### src/rtl/reg_dump_tx_pkg.sv
// Shared types and constants for the register dump transmitter.
// Holds the FSM state encoding and the header word layout.
package reg_dump_tx_pkg;

  typedef enum logic [2:0] {
    StRun,
    StSnap,
    StHdr,
    StRegs,
    StDone
  } state_e;

  localparam int unsigned NREGS_DEFAULT   = 32;
  localparam int unsigned HDR_TIMEOUT_BIT = 31;

  // Header word: timeout flag on top, low 31 bits of the latched cycle count below.
  function automatic logic [31:0] make_header(input logic timeout, input logic [31:0] count);
    logic [31:0] hdr;
    hdr                  = count;
    hdr[HDR_TIMEOUT_BIT] = timeout;
    return hdr;
  endfunction

endpackage

### src/rtl/dump_skid.sv
// Output register for the dump stream: holds the presented beat stable until it is
// accepted, and accepts a new beat in the same cycle the current one transfers.
module dump_skid (
  input  logic        clk_i,
  input  logic        rst_i,
  input  logic        in_valid_i,
  input  logic [31:0] in_data_i,
  input  logic [5:0]  in_index_i,
  input  logic        in_last_i,
  output logic        in_ready_o,
  output logic        out_valid_o,
  input  logic        out_ready_i,
  output logic [31:0] out_data_o,
  output logic [5:0]  out_index_o,
  output logic        out_last_o
);

  logic        valid_q;
  logic [31:0] data_q;
  logic [5:0]  index_q;
  logic        last_q;

  assign in_ready_o = !valid_q || out_ready_i;

  always_ff @(posedge clk_i or posedge rst_i) begin
    if (rst_i) begin
      valid_q <= 1'b0;
      data_q  <= '0;
      index_q <= '0;
      last_q  <= 1'b0;
    end else if (in_ready_o) begin
      valid_q <= in_valid_i;
      if (in_valid_i) begin
        data_q  <= in_data_i;
        index_q <= in_index_i;
        last_q  <= in_last_i;
      end else begin
        last_q  <= 1'b0;
      end
    end
  end

  assign out_valid_o = valid_q;
  assign out_data_o  = data_q;
  assign out_index_o = index_q;
  assign out_last_o  = last_q;

endmodule

### src/rtl/reg_dump_tx.sv
// Counts cycles until the CPU halts (or a cycle budget expires), snapshots the register
// file and streams a header plus every register over a valid/ready interface.
module reg_dump_tx
  import reg_dump_tx_pkg::*;
#(
  parameter int unsigned MAX_CLOCKS = 100000,
  parameter int unsigned NREGS      = NREGS_DEFAULT
) (
  input  logic        clk,
  input  logic        rst,
  input  logic        completed,
  input  logic [31:0] registers [0:NREGS-1],
  output logic        out_valid,
  input  logic        out_ready,
  output logic [31:0] out_data,
  output logic [5:0]  out_index,
  output logic        out_last,
  output logic        busy,
  output logic        done
);

  localparam int unsigned IdxW    = (NREGS > 1) ? $clog2(NREGS) : 1;
  localparam logic [31:0] MaxCnt  = 32'(MAX_CLOCKS);
  localparam logic [5:0]  LastIdx = 6'(NREGS);

  state_e      state_q, state_d;
  logic [31:0] count_q, count_d;
  logic        timeout_q, timeout_d;
  logic [5:0]  nxt_q, nxt_d;
  logic [31:0] snap_q [0:NREGS-1];
  logic        snap_capture;

  logic        in_valid;
  logic [31:0] in_data;
  logic [5:0]  in_index;
  logic        in_last;
  logic        in_ready;
  logic        beat_xfer;

  assign beat_xfer = out_valid && out_ready;

  always_ff @(posedge clk or posedge rst) begin
    if (rst) begin
      state_q   <= StRun;
      count_q   <= '0;
      timeout_q <= 1'b0;
      nxt_q     <= '0;
    end else begin
      state_q   <= state_d;
      count_q   <= count_d;
      timeout_q <= timeout_d;
      nxt_q     <= nxt_d;
    end
  end

  // Snapshot needs no reset: it is only read after a capture.
  always_ff @(posedge clk) begin
    if (snap_capture) begin
      snap_q <= registers;
    end
  end

  always_comb begin
    state_d      = state_q;
    count_d      = count_q;
    timeout_d    = timeout_q;
    nxt_d        = nxt_q;
    snap_capture = 1'b0;
    in_valid     = 1'b0;
    in_data      = '0;
    in_index     = '0;
    in_last      = 1'b0;

    unique case (state_q)
      StRun: begin
        // Counter freezes on the trigger cycle so the header reports that cycle's count.
        if (completed || (count_q == MaxCnt)) begin
          state_d   = StSnap;
          timeout_d = !completed;
        end else begin
          count_d = count_q + 32'd1;
        end
      end
      StSnap: begin
        // Output register is empty here, so the header is always accepted.
        snap_capture = 1'b1;
        in_valid     = 1'b1;
        in_data      = make_header(timeout_q, count_q);
        nxt_d        = 6'd1;
        state_d      = StHdr;
      end
      StHdr, StRegs: begin
        if (nxt_q <= LastIdx) begin
          in_valid = 1'b1;
          in_data  = snap_q[IdxW'(nxt_q - 6'd1)];
          in_index = nxt_q;
          in_last  = (nxt_q == LastIdx);
          if (in_ready) begin
            nxt_d = nxt_q + 6'd1;
          end
        end
        if (state_q == StHdr && beat_xfer) begin
          state_d = StRegs;
        end else if (state_q == StRegs && beat_xfer && out_last) begin
          state_d = StDone;
        end
      end
      StDone: begin
      end
      default: state_d = StRun;
    endcase
  end

  assign busy = (state_q == StSnap) || (state_q == StHdr) || (state_q == StRegs);
  assign done = (state_q == StDone);

  dump_skid u_skid (
    .clk_i       (clk),
    .rst_i       (rst),
    .in_valid_i  (in_valid),
    .in_data_i   (in_data),
    .in_index_i  (in_index),
    .in_last_i   (in_last),
    .in_ready_o  (in_ready),
    .out_valid_o (out_valid),
    .out_ready_i (out_ready),
    .out_data_o  (out_data),
    .out_index_o (out_index),
    .out_last_o  (out_last)
  );

endmodule

### config.mk
export PLATFORM = sky130hd
export DESIGN_NAME = reg_dump_tx
export DESIGN_NICKNAME = d
export VERILOG_FILES = /design/src/rtl/reg_dump_tx_pkg.sv /design/src/rtl/dump_skid.sv /design/src/rtl/reg_dump_tx.sv
export SDC_FILE = /design/constraint.sdc
export NUM_CORES = 2
export LEC_CHECK = 0
export CAP_MARGIN = 20
export CORE_AREA = 5 5 414 416
export DETAILED_ROUTE_END_ITERATION = 10
export DIE_AREA = 0 0 419 421
export PLACE_DENSITY_LB_ADDON = 0.25
export REMOVE_ABC_BUFFERS = 1
export SETUP_SLACK_MARGIN = 0.2
export SYNTH_ARGS = -nofsm -noshare
export SYNTH_HDL_FRONTEND = slang
export SYNTH_SLANG_ARGS = --single-unit
### constraint.sdc
create_clock -name clk -period 47.4 [get_ports clk]
set_input_delay 4.74 -clock clk [delete_from_list [all_inputs] [get_ports clk]]
set_output_delay 4.74 -clock clk [all_outputs]
set_load 0.02 [all_outputs]
==> flow_summary.json <==
{
  "synthArstFlopShare_pct": 7.41,
  "critPathCaptureType": "output pin",
  "first_global_vias": 31500,
  "peakVddDrop_mv": 0.0770,
  "cts_resized": 0,
  "ioPinCount": 1070,
  "rsz0062_at_grt": "no",
  "synthDistinctLibCells": 54,
  "synth_most_common_cell": "edfxtp_1",
  "fmax_mhz": 130,
  "coreArea_um2": 167000,
  "reg2reg_depth": 11,
  "synth.ff_latch_count": 1106,
  "dpl.hpwl_mm": 125,
  "drc": 0,
  "antenna_found_initial": 64,
  "fin_crit_ps": 7680,
  "p_per_area_nw_per_um2": 61.6,
  "dr.first_iter.drc_count": 2632,
  "vias": 30600,
  "hold_violations": 0,
  "worstSetupPathType": "flip-flop to output pin",
  "synth_area_leaders": "edfxtp_1, mux2i_1, dfrtp_1",
  "crit_path_max_fanout": 16,
  "cp-start-kind": "flip-flop",
  "yosysWarnings": 0,
  "yosysTopAreaCell": "edfxtp_1",
  "gp_congestion": 0.825,
  "die_y_um": 421,
  "grt_overflow_total": 0,
  "status": "finished, final reports clean",
  "grt_pass1_wl_mm": 237,
  "syn_to_final_growth_pct": 37.6,
  "hold_path.class": "flip-flop to flip-flop",
  "clk_latency_ps": 790,
  "period_share_pct": 16.2,
  "wl_per_cell_um": 27.0,
  "slew_viol_final": 0,
  "layout-drive-gt1-share_pct": 9.92,
  "synth-main-ff-cell": "edfxtp_1",
  "syn_area_per_cell_um2": 15.5,
  "cts_max_path_buffers": 3,
  "dieArea_um2": 176000,
  "setup-tns-final_ps": 0,
  "synthCells": 3007,
  "drv_cap": 0,
  "grt_max_degree": 204,
  "required_ps": 42660,
  "rows": 150,
  "post_cts_buffers": 0,
  "p_leak_nw": 21.4,
  "start_util_pct": 27.9,
  "p_total_mw": 3.94,
  "worst_slew_pin_slew_ps": 1150,
  "detail-route-antenna-nets": 0,
  "io_buffer_count": 1069,
  "whs_path_depth": 2,
  "relSlewSlack_pct": 23.0,
  "finalWirelength_mm": 172,
  "viasPerCell": 4.80,
  "postCtsHoldBufs": 0,
  "cts_tree": "yes",
  "synth-edff-count": 1024,
  "synth_area_um2": 46500,
  "synth_top_cell_area_share_pct": 66.1,
  "die_x_um": 419,
  "numCtsBuffers": 134,
  "grt.total_usage_pct": 18.9,
  "clkSinkCount": 1106,
  "ys_seq_area_share_pct": 70.5,
  "synthTopCellsByCount": "edfxtp_1, mux2i_1, nor3b_1",
  "final_core_util_pct": 38.4,
  "finClkSkew_ps": 26.7,
  "cts_root_buf": "clkbuf_16",
  "htree_num_levels": 4,
  "crit_arrival_ps": 2940,
  "setup-violations-final": 0,
  "layout.nets": 5065,
  "cts.clk_slew.worst_paths_ps": 60,
  "first_pass_iters": 5
}
==> area by class of cell <==
class	count	area [µm²]
clock buffers	164	3540
flip-flops and latches	1106	32800
clock inverters	73	741
well taps	2204	2760
multi-input cells	1655	12900
fillers	15700	103000
diodes	37	92.6
repair buffers	1123	11200
inverters	12	50.0
==> final timing paths <==
kind                                             from  slack, ps               endpoint
worst max-delay path                       state_q[1]      39720                   busy
worst min-delay path            u_skid.out_index_o[4]        470  u_skid.out_index_o[4]
worst max register to register               nxt_q[0]      41860   u_skid.out_data_o[9]
worst min register to register  u_skid.out_index_o[4]        470  u_skid.out_index_o[4]
max in group asynchronous                         rst      42100               nxt_q[0]
min in group asynchronous                         rst       4510  u_skid.out_data_o[31]
==> placed cells by master (no fill, tap or decap), types with 14 or more instances in the layout <==
cell type	count
mux2_2	62
clkinv_1	32
o31ai_2	25
nand2_1	250
mux2i_1	258
clkdlybuf4s50_1	1069
nand4_1	70
clkbuf_1	26
clkinv_2	14
diode_2	37
nor3b_1	257
nand3b_1	128
o21ai_0	33
a32oi_1	32
nor3_1	137
edfxtp_1	1024
clkbuf_16	137
mux4_2	64
dfrtp_1	81
xnor2_1	24
a31oi_1	36
a21oi_1	34
a22o_1	36
buf_4	49
nand3_1	74
and3_1	36
nor2_1	14
==> metrics by stage <==
step / std cells / area, µm² / hold WS, ps / worst slack, ps
after floorplan: 2773 / 45600 / 446 / -28280
after global placement: 6098 / 59600 / 464 / 39880
after detailed placement: 6100 / 59600 / 462 / 40230
after CTS: 6337 / 63900 / 475 / 39650
after global routing: 6366 / 64000 / 495 / 39580
final: 6374 / 64000 / 467 / 39720
==> worst max-delay path, stage by stage, from the launching register on <==
cell and delay [ps]:
dfrtp_1 580, o21bai_1 730, inv_1 200, clkdlybuf4s50_1 650
==> flip-flops by register name, summed over array words and instances, names as in the netlist <==
signal / count
count_q: 32
nxt_q: 6
snap_q: 1024
state_q: 3
timeout_q: 1
u_skid.out_data_o: 32
u_skid.out_index_o: 6
u_skid.out_last_o: 1
u_skid.out_valid_o: 1
==> cells by family after synthesis <==
family	count (synthesis)	share of synthesized area [%]
adders and majority gates	5	0.134
DFF	1106	70.5
and+or+nand+nor	1005	12.7
AOI/OAI and AO/OA	221	3.58
xor gates and xnor gates	37	0.713
buffers and inverters	246	2.18
muxes	387	10.2
==> routing by layer <==
layer  track usage [%]  wire [µm]  vias up  share of wire [%]
met5                 0        183        -               0.11
met4              6.11       4540       30                2.6
met3              4.69      10800      244                6.3
met2              33.6      89600     1005                 52
met1              22.2      66600    15500                 39
li1                  -          -    13800                  -
==> power breakdown <==
group          switching, mW  internal (mW)
logic                   1.06          0.653
registers             0.0483           1.17
clock network          0.420          0.589
total                   1.53           2.41
No activity file was read; power rests on OpenSTA's default activity.
